## config.mk

```make
export PLATFORM = sky130hd
export DESIGN_NAME = blit_wbuf
export DESIGN_NICKNAME = d
export VERILOG_FILES = /design/src/rtl/blit_pkg.sv /design/src/rtl/blit_wbuf_fifo.sv /design/src/rtl/blit_wbuf.sv
export SDC_FILE = /design/constraint.sdc
export NUM_CORES = 1
export LEC_CHECK = 0
export ABC_AREA = 0
export BUFFER_PORTS_ARGS = -buffer_cell sky130_fd_sc_hd__buf_2
export CORE_MARGIN = 2
export CORE_UTILIZATION = 55
export CTS_BUF_LIST = sky130_fd_sc_hd__clkbuf_4 sky130_fd_sc_hd__clkbuf_8
export DETAILED_ROUTE_END_ITERATION = 10
export PLACE_DENSITY = 0.77
export SYNTH_ARGS = -nofsm -noshare
export SYNTH_HDL_FRONTEND = slang
export SYNTH_SLANG_ARGS = --single-unit
```

## constraint.sdc

```tcl
create_clock -name sys_clk -period 6.6 [get_ports sys_clk]
set_input_delay 0.66 -clock sys_clk [delete_from_list [all_inputs] [get_ports sys_clk]]
set_output_delay 0.66 -clock sys_clk [all_outputs]
set_load 0.02 [all_outputs]
```

## src/rtl/blit_pkg.sv

```systemverilog
// Shared blitter types and sizes: phrase/address widths, write-buffer depth,
// write-buffer FSM states and the queued entry layout.
package blit_pkg;

   localparam int PHRASE_W   = 64;
   localparam int PADDR_W    = 21;
   localparam int WBUF_DEPTH = 4;

   typedef enum logic [0:0] {
      WB_IDLE = 1'b0,
      WB_REQ  = 1'b1
   } wb_state_t;

   typedef struct packed {
      logic [PADDR_W-1:0]  addr;
      logic [PHRASE_W-1:0] data;
   } wbuf_entry_t;

endpackage

```

## src/rtl/blit_wbuf_fifo.sv

```systemverilog
// Register FIFO for the blitter write buffer: push/pop, clear with optional
// retention of the head entry, head read and occupancy count.
module blit_wbuf_fifo #(
   parameter  int DEPTH = 4,
   parameter  int W     = 85,
   localparam int PW    = $clog2(DEPTH),
   localparam int CW    = $clog2(DEPTH + 1)
) (
   input  logic          sys_clk,
   input  logic          reset_n,
   input  logic          push,
   input  logic [W-1:0]  wr_data,
   input  logic          pop,
   input  logic          clear,
   input  logic          keep_head,
   output logic [W-1:0]  head,
   output logic [CW-1:0] count
);

   logic [W-1:0]  mem [DEPTH];
   logic [PW-1:0] wr_ptr;
   logic [PW-1:0] rd_ptr;
   logic [CW-1:0] cnt;

   always_ff @(posedge sys_clk) begin
      if (push && !clear) begin
         mem[wr_ptr] <= wr_data;
      end
   end

   always_ff @(posedge sys_clk or negedge reset_n) begin
      if (!reset_n) begin
         wr_ptr <= '0;
         rd_ptr <= '0;
         cnt    <= '0;
      end else if (clear) begin
         // Keeping the head means the tail collapses onto the slot after it.
         if (keep_head) begin
            wr_ptr <= rd_ptr + PW'(1);
            if (pop) begin
               rd_ptr <= rd_ptr + PW'(1);
               cnt    <= '0;
            end else begin
               cnt    <= CW'(1);
            end
         end else begin
            wr_ptr <= rd_ptr;
            cnt    <= '0;
         end
      end else begin
         if (push) begin
            wr_ptr <= wr_ptr + PW'(1);
         end
         if (pop) begin
            rd_ptr <= rd_ptr + PW'(1);
         end
         if (push && !pop) begin
            cnt <= cnt + CW'(1);
         end else if (pop && !push) begin
            cnt <= cnt - CW'(1);
         end
      end
   end

   assign head  = mem[rd_ptr];
   assign count = cnt;

endmodule

```

## src/rtl/blit_wbuf.sv

```systemverilog
// Blitter write buffer: queues finished write phrases and drains them to the
// memory controller over mreq/mack so the blitter inner loop is not held off.
//
// state   | meaning
// --------+-----------------------------------------------------------
// WB_IDLE | no bus request; waits for a queued entry
// WB_REQ  | mreq high, head entry presented until mack pops it
module blit_wbuf
   import blit_pkg::*;
#(
   parameter int DEPTH = WBUF_DEPTH,
   parameter int AW    = PADDR_W
) (
   input  logic                         sys_clk,
   input  logic                         reset_n,
   input  logic                         push,
   input  logic                         wdata_oe,
   input  logic [PHRASE_W-1:0]          wdata_in,
   input  logic [AW-1:0]                waddr,
   input  logic                         flush,
   output logic                         stall,
   output logic                         idle,
   output logic                         mreq,
   output logic [AW-1:0]                maddr,
   output logic [PHRASE_W-1:0]          mdata,
   input  logic                         mack,
   output logic [$clog2(DEPTH+1)-1:0]   count
);

   localparam int CW = $clog2(DEPTH + 1);
   localparam int EW = AW + PHRASE_W;

   wb_state_t     state;
   logic          mreq_q;
   logic          accept;
   logic          pop;
   logic [CW-1:0] fifo_count;
   logic [EW-1:0] head;

   assign accept = push && wdata_oe && !stall && !flush;
   assign pop    = (state == WB_REQ) && mack;

   blit_wbuf_fifo #(
      .DEPTH (DEPTH),
      .W     (EW)
   ) u_fifo (
      .sys_clk   (sys_clk),
      .reset_n   (reset_n),
      .push      (accept),
      .wr_data   ({waddr, wdata_in}),
      .pop       (pop),
      .clear     (flush),
      .keep_head (state == WB_REQ),
      .head      (head),
      .count     (fifo_count)
   );

   always_ff @(posedge sys_clk or negedge reset_n) begin
      if (!reset_n) begin
         state  <= WB_IDLE;
         mreq_q <= 1'b0;
      end else begin
         case (state)
            WB_IDLE: begin
               if (fifo_count != '0 && !flush) begin
                  state  <= WB_REQ;
                  mreq_q <= 1'b1;
               end
            end
            WB_REQ: begin
               // Leave only when the pop empties the buffer (a flush with
               // the pop discards everything behind the head).
               if (mack && (flush || (fifo_count == CW'(1) && !accept))) begin
                  state  <= WB_IDLE;
                  mreq_q <= 1'b0;
               end
            end
            default: begin
               state  <= WB_IDLE;
               mreq_q <= 1'b0;
            end
         endcase
      end
   end

   assign mreq  = mreq_q;
   assign maddr = mreq_q ? head[EW-1:PHRASE_W] : '0;
   assign mdata = mreq_q ? head[PHRASE_W-1:0]  : '0;
   assign stall = (fifo_count == CW'(DEPTH));
   assign idle  = (fifo_count == '0) && (state == WB_IDLE);
   assign count = fifo_count;

endmodule

```

**Yosys cells after proc, flatten, opt, wreduce, memory -nomap -nowiden**

Memory sizes are Yosys's and may differ from the RTL's.
Index checks and enable logic that the tools add are counted.

- $add $sub $neg: 4
- Eq/ne operators: 5
- Muxes and demuxes: 21
- Bitwise operators: 1
- Reduce and logical (&&, ||, !) cells: 21

Operator list:

| cell | count |
|---|---|
| 64-bit two-way mux | 1 |
| 21-bit two-way mux | 1 |
| 2-bit two-way mux | 6 |
| 1-bit logical AND | 11 |
| 3-bit two-way mux | 3 |
| 1-bit two-way mux | 8 |
| 3-bit nonzero test | 2 |
| 2-bit by 1-bit adder with 2-bit output, second input constant | 2 |
| 1-bit logical NOT | 4 |
| 2-bit by 1-bit != test with 1-bit output, second input constant | 2 |
| 1-bit one-hot mux with 2 select lines | 2 |
| 3-bit by 1-bit adder with 3-bit output, second input constant | 1 |
| 3-bit by 1-bit == test with 1-bit output, second input constant | 1 |
| 3-bit == test, second input constant | 1 |
| 3-bit logical NOT | 1 |
| 3-bit by 1-bit subtractor with 3-bit output, second input constant | 1 |
| 2-bit != test, second input constant | 1 |
| 2-bit AND reduction | 1 |
| 2-bit nonzero test | 1 |
| 1-bit logical OR | 1 |
| 1-bit inverter | 1 |

- Flip-flop bits (word level): 9
- Memory bits (writable): 340
- Input bits: 91
- Output and inout port bits: 91
- Logic and storage cells: 58
- Memories kept: 1

Memories:

| memory | depth | bits a word | rd ports | clocked after Yosys merged registers in | wr ports | RTL line | text |
|---|---|---|---|---|---|---|---|
| u_fifo.mem | 4 | 85 | 1 | 0 | 1 | blit_wbuf_fifo.sv:20 | `logic [W-1:0] mem [DEPTH];` |

**Depth between registers and ports, before layout**

Gate-level depths: netlist of run 1.

- Depth after elaboration: 10
- Mapped depth: 7
- Mapped depth without buffers: 6

**By module**

From an unflattened synthesis of run 1, not the netlist that was laid out.

- Cells, all modules: 604
- Area, all modules: 13450.4 um^2

Modules (own cells, without submodules):

| module | times used | cells each | area each (um^2) | sequential area each (um^2) |
|---|---|---|---|---|
| blit_wbuf_fifo | 1 | 494 | 12738.5 | 10385.0 |
| blit_wbuf | 1 | 110 | 711.9 | 50.0 |

**Worst setup path before layout of run 1**

No wires, ideal clock.

- Path type: flip-flop to flip-flop
- Start point: register u_fifo.cnt[0], in the netlist u_fifo.count[0]
- End point: memory u_fifo.mem[0][0] (enable)
- Library setup time: 453 ps
- Data arrival time: 3496 ps
- Required time: 6147 ps
- Setup slack: 2651 ps
- Cell stages (with the launch flop): 8
- Path buffers: 1
- Period minus slack after synthesis: 3949 ps
- Path through: dfrtp_1 > inv_1 > ha_1 > and2_4 > or2_1 > buf_6 > nor2_1 > and2_1

- Longest elaborated chain between the ends: 7

Ends and longest elaborated chain:

| item | RTL line | text |
|---|---|---|
| from (decl) | blit_wbuf_fifo.sv:23 | `logic [CW-1:0] cnt;` |
| from (signal assigned) | blit_wbuf_fifo.sv:58 | `cnt <= cnt + CW'(1);` |
| from (signal assigned) | blit_wbuf_fifo.sv:60 | `cnt <= cnt - CW'(1);` |
| 3-bit == test | blit_wbuf.sv:89 | `assign stall = (fifo_count == CW'(DEPTH));` |
| via stall | blit_wbuf.sv:21 | `output logic stall,` |
| 1-bit logical NOT | blit_wbuf.sv:40 | `assign accept = push && wdata_oe && !stall && !flush;` |
| 1-bit logical AND (2 in series) | blit_wbuf.sv:40 |  |
| 1-bit logical AND | blit_wbuf_fifo.sv:26 | `if (push && !clear) begin` |
| 1-bit two-way mux | blit_wbuf_fifo.sv:26 |  |
| 1-bit two-way mux (not written as such) | blit_wbuf_fifo.sv:27 | `mem[wr_ptr] <= wr_data;` |
| to (decl) | blit_wbuf_fifo.sv:20 |  |

The timed path passes the listed nets, and every way through them passes these cells.

**Worst setup path after layout of run 1**

- Start point: register u_fifo.rd_ptr[0]
- End point: output mdata[1]

- Longest elaborated chain between the ends: 2

Ends and longest elaborated chain:

| item | RTL line | text |
|---|---|---|
| from (decl) | blit_wbuf_fifo.sv:22 | `logic [PW-1:0] rd_ptr;` |
| from (signal assigned) | blit_wbuf_fifo.sv:41 | `rd_ptr <= rd_ptr + PW'(1);` |
| from (signal assigned) | blit_wbuf_fifo.sv:55 | `rd_ptr <= rd_ptr + PW'(1);` |
| memory 4 x 85 bit | n/a |  |
| 64-bit two-way mux | blit_wbuf.sv:88 | `assign mdata = mreq_q ? head[PHRASE_W-1:0] : '0;` |
| to (decl) | blit_wbuf.sv:25 | `output logic [PHRASE_W-1:0] mdata,` |

No other way between the ends.

==> flow_summary.ini, run 1 <==
[clocking]
cts_sinks = 349
clock_tree.root_cell = clkbuf_8
cts_max_level = 2
cts-resized-gates = 0
clockBufferDepth = 3
clk_pin_slew_worst_paths_ns = 0.07
worstSkewPairLatency_ns = 0.56
cts_buffers = 54
cts_tree = yes

[yosys]
yosysSeqAreaShare_pct = 77.4
synth.cell_area_um2 = 13500
ys_ff_latch = 349
synth.top_cell.area_share_pct = 75.7
syn_avg_cell_area_um2 = 22.0
yosys_warnings = 0
synth.area.top_cells = edfxtp_1, mux4_2, and2_1
ys_types = 30
syn_nets = 713
synth.largest_area_cell = edfxtp_1
postSynthCellCount = 614

[timing]
fmax_mhz = 280
finalSetupViolations = 0
report.final.slew_viol_count = 0
grt_setup_unrepaired = false
clock_skew_ns = 0.0217
timing.hold.ws_ns = 0.308
hold_viol = 0
relSlewSlack_pct = 47.2
max_slew.worst_pin.slew_ns = 0.791
finalSetupTns_ns = 0
fin_crit_sh_pct = 54.0
fin_crit_ns = 3.57

[run]
cap_viol_max_count = 0

[routing]
routedWlPerCell_um = 20.9
firstDrtPassIters = 5
wirelength_um = 25100
vias = 6634
ant_nets = 0
drt_iter0_drc = 611
viasPerCell = 5.53
drcViolationCount = 0

[setup_path]
cp-end-kind = output port
cp_slowest_cell = dfrtp_4
critPathLaunchType = flip-flop
arrival_ns = 2.91
cp_max_fo = 35
crit_buf_inv = 2
crit_chain = buf_4 > mux4_2 > and2_1 > buf_2
critPathRequiredTime_ns = 5.94
cp_top_family = buffers and inverters
cpPeakStageDelay_ns = 0.73
crit_type = reg -> out

[cells_and_area]
final_cell_mix = edfxtp_1, buf_2, mux4_2, and2_1, clkbuf_8
layout-area-overhead-vs-synth_pct = 17.1
multiInputGateArea_um2 = 2850
post_route_cells_drive_above_1_share_pct = 42.7
fillers = 1617
layout_commonest_cell = edfxtp_1
fin_nets = 927
layout.area.seq_um2 = 10400

[floorplan]
dieWidth_um = 161
fp.dieArea_um2 = 25800
initial_core_util_pct = 55.8
std_cell_rows = 57
ios = 182
coreArea_um2 = 24200
dieHeight_um = 161

[place]
hpwl_um = 14800
gp_congestion = 0.723
io_buffers = 181

[power]
ir_drop_uv = 291
leakage_uw = 0.00553
p_per_area_nw_per_um2 = 412

[global_route]
antenna_found_initial = 1
grt_max_degree = 55
grt_pass1_vias = 7211
overflow = 0
track_usage_pct = 20.0
grt_pass1_wl_um = 39500

[run_status]
status = completed

[min_path]
hold_class = in -> reg
repair_timing:
| action | 4_1_cts | 5_1_grt |
|---|---|---|
| hold buffers | 1 | 0 |
| endpoints found under the hold margin | 9 | 0 |
| buffers inserted | 0 | 0 |
per-layer routing:
| metal | track usage (%) | vias up | part of all wire (%) | routed length [µm] |
|---|---|---|---|---|
| met3 | 5.50 | 44 | 8.8 | 2200 |
| li1 | - | 2917 | - | - |
| met1 | 26.4 | 3390 | 40 | 10000 |
| met4 | 5.98 | 2 | 1.7 | 414 |
| met2 | 33.0 | 281 | 49 | 12400 |
| met5 | 0.189 | - | 0.064 | 16 |
final cells by class:
cell class                 instances  share of cell area, %
inverter                           7                  0.166
clock buffer                      80                   6.14
tap                              324                   2.57
antenna                            3                 0.0475
multi-input combinational        226                   18.1
timing repair buffer             190                   6.18
clock inverter                    20                  0.689
sequential                       349                   66.1
metrics by stage:
step | cells | setup slack, ns | area, µm² | total power (µW) | utilization (%)
6_report | 1199 | 3.03 | 15800 | 6510 | 65.3
3_5_place_dp | 1095 | 3.43 | 14700 | 4840 | 60.8
4_1_cts | 1196 | 2.93 | 15800 | 6600 | 65.3
3_3_place_gp | 1095 | 3.54 | 14700 | 4800 | 60.8
2_1_floorplan | 614 | 2.65 | 13500 | 4230 | -
5_1_grt | 1196 | 2.79 | 15800 | 6840 | 65.3
sequential cells by signal (all words and copies together) (netlist names):
signal and cells:
mreq 1, state 1, u_fifo.count 3, u_fifo.mem 340, u_fifo.rd_ptr 2, u_fifo.wr_ptr 2
Yosys cell counts (all sizes together):
cell type,instances
edfxtp,340
and2,90
mux4,85
clkbuf,17
buf,15
dfrtp,9
nand2,9
ha,8
inv,7
o21ai,5
nand3,4
nor2,4
xnor2,4
a21oi,3
mux2,3
a31oi,1
and3,1
mux2i,1
nand3b,1
nor2b,1
nor3,1
o22ai,1
o311a,1
or2,1
or3,1
xor2,1
report_power, final:
group	internal (µW)	switching, µW	total, µW
logic	918	1110	2030
clock network	977	774	1750
registers	2580	152	2730
total	4470	2040	6510
cell families (layout without fill, tap and decap cells):
group / count (synthesis) / after routing / synth area share (%)
flip-flops: 349 / 349 / 77.4
AND/OR/NAND/NOR: 113 / 113 / 4.98
multiplexers: 89 / 89 / 14.6
buffers and inverters: 39 / 297 / 1.51
AO/OA/AOI/OAI: 11 / 11 / 0.464
adder cells (fa/ha/maj): 8 / 8 / 0.742
XOR/XNOR: 5 / 5 / 0.325
other: 0 / 3 / 0
path summary, 6_finish.rpt:
kind                                        from                 to  slack (ns)  cells after the start
worst max-delay path            u_fifo.rd_ptr[0]           mdata[1]        3.03                      4
worst min-delay path                wdata_in[54]  u_fifo.mem[1][54]        0.31                      1
worst max register to register   u_fifo.count[1]  u_fifo.mem[1][74]        3.43                      7
worst min register to register  u_fifo.wr_ptr[1]   u_fifo.wr_ptr[1]        0.67                      2
max in group asynchronous                reset_n   u_fifo.rd_ptr[1]        5.89                      2
min in group asynchronous                reset_n   u_fifo.wr_ptr[0]        0.49                      2
worst register-to-register path: stages (launching register included):
cell,delay [ns]
dfrtp_1,0.41
inv_1,0.11
ha_1,0.22
and2_4,0.16
or2_1,0.31
nor2_1,0.26
and2_4,0.55
buf_4,0.69
(Power assumes the default switching activity.)
==> run 2, diff against run 1 <==
==> constraint.sdc (replaced) <==
create_clock -name sys_clk -period 3.5 [get_ports sys_clk]
set_input_delay 0.35 -clock sys_clk [delete_from_list [all_inputs] [get_ports sys_clk]]
set_output_delay 0.35 -clock sys_clk [all_outputs]
set_load 0.02 [all_outputs]
==> flow_summary.ini, run 2 (synthesized netlist as in run 1, its figures left out) <==
[cells_and_area]
post_route_cells_drive_above_1_share_pct = 39.7
top_register = u_fifo.mem
largest_reg_flops = 340
final_util_pct = 68.7
layout_commonest_cell = edfxtp_1
final_cell_mix = edfxtp_1, buf_2, mux4_2, and2_1, dlygate4sd3_1
antenna_cells = 0
fin_nets = 1008
fillers = 1509
layout-area-overhead-vs-synth_pct = 23.1

[power]
p_clk_share_pct = 25.7
leakage_uw = 0.00587
net-switching-power_uw = 3960
power.share.switching_pct = 32.0
combPwrFrac_pct = 33.3
ir_drop_uv = 523
p_per_area_nw_per_um2 = 745
power.internal_uw = 8400
pwr-share-seq_pct = 40.9

[min_path]
holdPathEnd = u_fifo.mem[1][45]
min_from = wdata_in[45]
hold_class = in -> reg
whs_path_depth = 1

[setup_path]
arrival_ns = 2.54
reg2reg_from = u_fifo.count[1]
critPathRequiredTime_ns = 3.15
crit_type = reg -> out
cp_max_fo = 48
reg2reg_slack_ns = 0.91
rr_endpoint = u_fifo.mem[1][70]
critPathLaunchType = flip-flop
r2r_cells = 7
cp-end-kind = output port

[global_route]
grt_pass1_vias = 7682
track_usage_pct = 21.3
grt_max_degree = 86
overflow = 0
grt_pass1_wl_um = 42000
antenna_found_initial = 0

[clocking]
cts-resized-gates = 0
cts_sinks = 349
clockBufferDepth = 3
worstSkewPairLatency_ns = 0.57
cts_max_level = 2
cts_tree = yes
cts_buffers = 53
clock_tree.root_cell = clkbuf_8
clk_pin_slew_worst_paths_ns = 0.06

[run_status]
status = completed

[routing]
vias = 7047
drt_iter0_drc = 477
viasPerCell = 5.52
firstDrtPassIters = 5
drcViolationCount = 0
wirelength_um = 27100
routedWlPerCell_um = 21.2
ant_nets = 0

[timing]
fmax_mhz = 346
fin_crit_sh_pct = 82.7
finalSetupTns_ns = 0
finalSetupViolations = 0
relSlewSlack_pct = 48.2
grt_setup_unrepaired = false
max_slew.worst_pin.slew_ns = 0.777
hold_viol = 0
clock_skew_ns = 0.0294
report.final.slew_viol_count = 0
fin_crit_ns = 2.89

[place]
io_buffers = 181
gp_congestion = 0.813
hpwl_um = 15700

[floorplan]
std_cell_rows = 57
ios = 182
coreArea_um2 = 24200
fp.dieArea_um2 = 25800
initial_core_util_pct = 55.8
dieHeight_um = 161
dieWidth_um = 161

[run]
cap_viol_max_count = 0
==> run 2: cell count changes in the layout (fill, tap and decap cells not counted), moves of 2 or more <==
cell           previous run  this run
diode_2                   3         0
dlygate4sd3_1             1        75
clkbuf_8                 59        54
buf_12                    0         6
clkbuf_4                 21        17
buf_4                     8        10
clkinv_2                  6        12
==> run 2: area by class of cell <==
| type | instances | area [µm²] | area share [%] |
|---|---|---|---|
| clock buffer | 71 | 871 | 5.25 |
| clock inverter | 27 | 148 | 0.889 |
| inverter | 7 | 26.3 | 0.158 |
| multi-input combinational | 226 | 2850 | 17.2 |
| sequential | 349 | 10400 | 62.9 |
| tap | 324 | 405 | 2.44 |
| timing repair buffer | 272 | 1850 | 11.2 |
==> run 2: repair_timing <==
item / 4_1_cts / 5_1_grt
buffers inserted: 0 / 0
hold buffers: 74 / 1
endpoints found under the hold margin: 294 / 2
==> run 2: critical path, cell delays in order, from the launching register on <==
cell and delay [ns]:
dfrtp_4 0.64, buf_12 0.40, mux4_2 0.56, and2_1 0.20, buf_2 0.17
==> run 2: metrics by stage <==
stage / power, µW / cell area, µm² / cells / worst slack, ns / hold WS [ns]
after floorplan: 7970 / 13500 / 614 / 0.492 / 0.0544
after global routing: 12900 / 16600 / 1276 / 0.418 / 0.0000518
after detailed placement: 9230 / 14800 / 1103 / 0.906 / 0.232
after CTS: 12500 / 16600 / 1275 / 0.500 / 0.00146
after global placement: 9150 / 14800 / 1103 / 1.03 / 0.218
final: 12400 / 16600 / 1276 / 0.606 / 0.0394
==> run 2: worst max path at each step <==
stage                          start           endpoint  slack [ns]  cells after the start
detailed placement   u_fifo.count[0]  u_fifo.mem[1][80]        0.91                      7
floorplan            u_fifo.count[0]   u_fifo.mem[0][0]        0.49                      7
finish              u_fifo.rd_ptr[0]           maddr[0]        0.61                      4
global route        u_fifo.rd_ptr[0]          mdata[21]        0.42                      4
global placement     u_fifo.count[0]  u_fifo.mem[1][80]        1.03                      7
CTS                 u_fifo.rd_ptr[0]           mdata[5]        0.50                      4
==> run 2: power groups by stage <==
| stage | Combinational (µW) | Sequential (µW) | Clock [µW] |
|---|---|---|---|
| 2_1_floorplan | 2950 | 5020 | 0 |
| 3_3_place_gp | 4020 | 5130 | 0 |
| 3_5_place_dp | 4070 | 5150 | 0 |
| 4_1_cts | 4160 | 5070 | 3240 |
| 5_1_grt | 4420 | 5100 | 3430 |
| 6_report | 4120 | 5060 | 3180 |
==> run 2: metal layers <==
layer	up-vias	part of all wire (%)	track usage (%)
met5	-	0	0
met4	0	1.5	5.41
met3	41	7.5	5.55
met2	280	50	35.5
met1	3651	41	28.5
li1	3075	-	-
==> run 3, diff against run 2 <==
--- a/config.mk
+++ b/config.mk
@@ -8,10 +8,10 @@
 export ABC_AREA = 0
 export BUFFER_PORTS_ARGS = -buffer_cell sky130_fd_sc_hd__buf_2
 export CORE_MARGIN = 2
-export CORE_UTILIZATION = 55
+export CORE_UTILIZATION = 54
 export CTS_BUF_LIST = sky130_fd_sc_hd__clkbuf_4 sky130_fd_sc_hd__clkbuf_8
 export DETAILED_ROUTE_END_ITERATION = 10
-export PLACE_DENSITY = 0.77
+export PLACE_DENSITY = 0.79
 export SYNTH_ARGS = -nofsm -noshare
 export SYNTH_HDL_FRONTEND = slang
 export SYNTH_SLANG_ARGS = --single-unit
==> constraint.sdc (replaced) <==
create_clock -name sys_clk -period 2.4 [get_ports sys_clk]
set_input_delay 0.24 -clock sys_clk [delete_from_list [all_inputs] [get_ports sys_clk]]
set_output_delay 0.24 -clock sys_clk [all_outputs]
set_load 0.02 [all_outputs]
==> flow_summary.ini, run 3 (synthesized netlist as in run 1, its figures left out) <==
[timing]
max_slew.worst_pin.slew_ns = 0.360
timing.hold.ws_ns = 0.0753
finalSetupViolations = 50
report.final.slew_viol_count = 0
fin_crit_ns = 2.49
setup_ws_ns = -0.0917
hold_viol = 0
fin_crit_sh_pct = 104
grt_setup_unrepaired = true
clock_skew_ns = 0.0346
relSlewSlack_pct = 76.0
fmax_mhz = 401

[floorplan]
coreArea_um2 = 24400
std_cell_rows = 57
fp.dieArea_um2 = 26200
initial_core_util_pct = 55.3
dieWidth_um = 162
dieHeight_um = 162
ios = 182

[cells_and_area]
fillers = 1411
final_util_pct = 72.2
layout_commonest_cell = edfxtp_1
layout.area.seq_um2 = 10400
largest_reg_flops = 340
instances_no_fill = 1304
post_route_cells_drive_above_1_share_pct = 45.7
final_cell_mix = edfxtp_1, buf_2, dlygate4sd3_1, mux4_2, and2_4
top_register = u_fifo.mem
multiInputGateArea_um2 = 2990
layout-area-overhead-vs-synth_pct = 30.6
fin_nets = 1040

[global_route]
grt_pass1_wl_um = 43500
overflow = 0
track_usage_pct = 22.1
grt_max_degree = 41
grt_pass1_vias = 7626
antenna_found_initial = 2

[setup_path]
r2r_cells = 7
reg2reg_slack_ns = 0.20
arrival_ns = 2.25
cpPeakStageDelay_ns = 0.50
cpMostUsedCell = buf_12
cp_slowest_cell = dfrtp_4
reg2reg_from = u_fifo.count[0]
critPathLaunchType = flip-flop
crit_chain = buf_12 > buf_12 > buf_16 > mux4_2 > and2_4 > buf_6
cp_max_fo = 5
rr_endpoint = u_fifo.mem[0][37]
cp-end-kind = output port
critPathRequiredTime_ns = 2.16
crit_type = reg -> out

[run_status]
violations = negative setup slack
status = complete, but fails checks

[power]
combPwrFrac_pct = 40.3
ir_drop_uv = 760
p_per_area_nw_per_um2 = 1140
pwr-share-seq_pct = 36.3
leakage_uw = 0.00628
net-switching-power_uw = 6230
power.internal_uw = 13800
power.share.switching_pct = 31.0
p_clk_share_pct = 23.4

[place]
io_buffers = 181
placedCellCount = 1109
gp_congestion = 0.781
hpwl_um = 16500
pre_cts_slack_ns = 0.209

[run]
cap_viol_max_count = 0

[routing]
ant_nets = 0
drcViolationCount = 0
drt_iter0_drc = 544
routedWlPerCell_um = 22.2
vias = 7087
firstDrtPassIters = 4
wirelength_um = 28900
viasPerCell = 5.43

[clocking]
worstSkewPairLatency_ns = 0.59
clk_pin_slew_worst_paths_ns = 0.06
cts_buffers = 53
clock_tree.root_cell = clkbuf_8
cts_tree = yes
cts_max_level = 2
clockBufferDepth = 3
cts_sinks = 349

[min_path]
hold_class = in -> async
==> run 3: worst max-delay path by stage <==
stage,slack [ns],endpoint,cells after the start,startpoint
6_report,-0.09,mdata[44],6,u_fifo.rd_ptr[0]
5_1_grt,-0.14,mdata[39],5,u_fifo.rd_ptr[0]
4_1_cts,-0.1,mdata[43],6,u_fifo.rd_ptr[0]
3_5_place_dp,0.21,u_fifo.mem[0][37],7,u_fifo.count[0]
3_3_place_gp,0.26,u_fifo.mem[0][2],7,u_fifo.count[0]
2_1_floorplan,0.02,u_fifo.mem[0][0],7,u_fifo.count[0]
==> run 3: routing by layer <==
metal,share of wire (%),vias to the layer above,wire length (µm),global-route usage [%]
li1,-,3138,-,-
met5,0,-,0,0
met4,1.1,0,314,5.15
met2,53,289,15200,38.6
met1,39,3632,11300,29.0
met3,7.2,28,2080,4.49
==> run 3: area by class of cell <==
type / instances / area share (%)
diodes: 2 / 0.0284
clock buffers: 68 / 4.82
clock inverters: 24 / 0.967
inverters: 7 / 0.149
multi-input cells: 226 / 17.0
flip-flops and latches: 349 / 59.3
well taps: 324 / 2.30
repair buffers: 304 / 15.4
==> run 3: timing repair <==
item,CTS,global route
resized for setup,109,42
cloned,7,0
endpoints found under the hold margin,351,0
hold buffers,88,0
pin swaps,0,0
setup endpoints to repair,85,85
setup buffers,6,0
==> run 3: metrics by stage <==
step           power, µW  cell area (µm²)  TNS (ns)
6_report           20100            17600     -2.52
3_3_place_gp       13500            15000         0
5_1_grt            20900            17600     -7.05
4_1_cts            19800            17500     -4.29
3_5_place_dp       13600            15000         0
2_1_floorplan      11600            13500         0
==> run 3: power by group through the flow <==
stage / Combinational [µW] / Sequential (µW) / Clock [µW]
floorplan: 4320 / 7310 / 0
global placement: 6060 / 7410 / 0
detailed placement: 6150 / 7430 / 0
CTS: 7800 / 7270 / 4750
global route: 8560 / 7300 / 5060
finish: 8090 / 7280 / 4700
==> run 3: worst max-delay path, delay by kind of cell (launching register included) <==
family                 cells  cell delay (ns)
flip-flops                 1             0.50
AND/OR/NAND/NOR            1             0.18
buffers and inverters      4             0.56
multiplexers               1             0.43
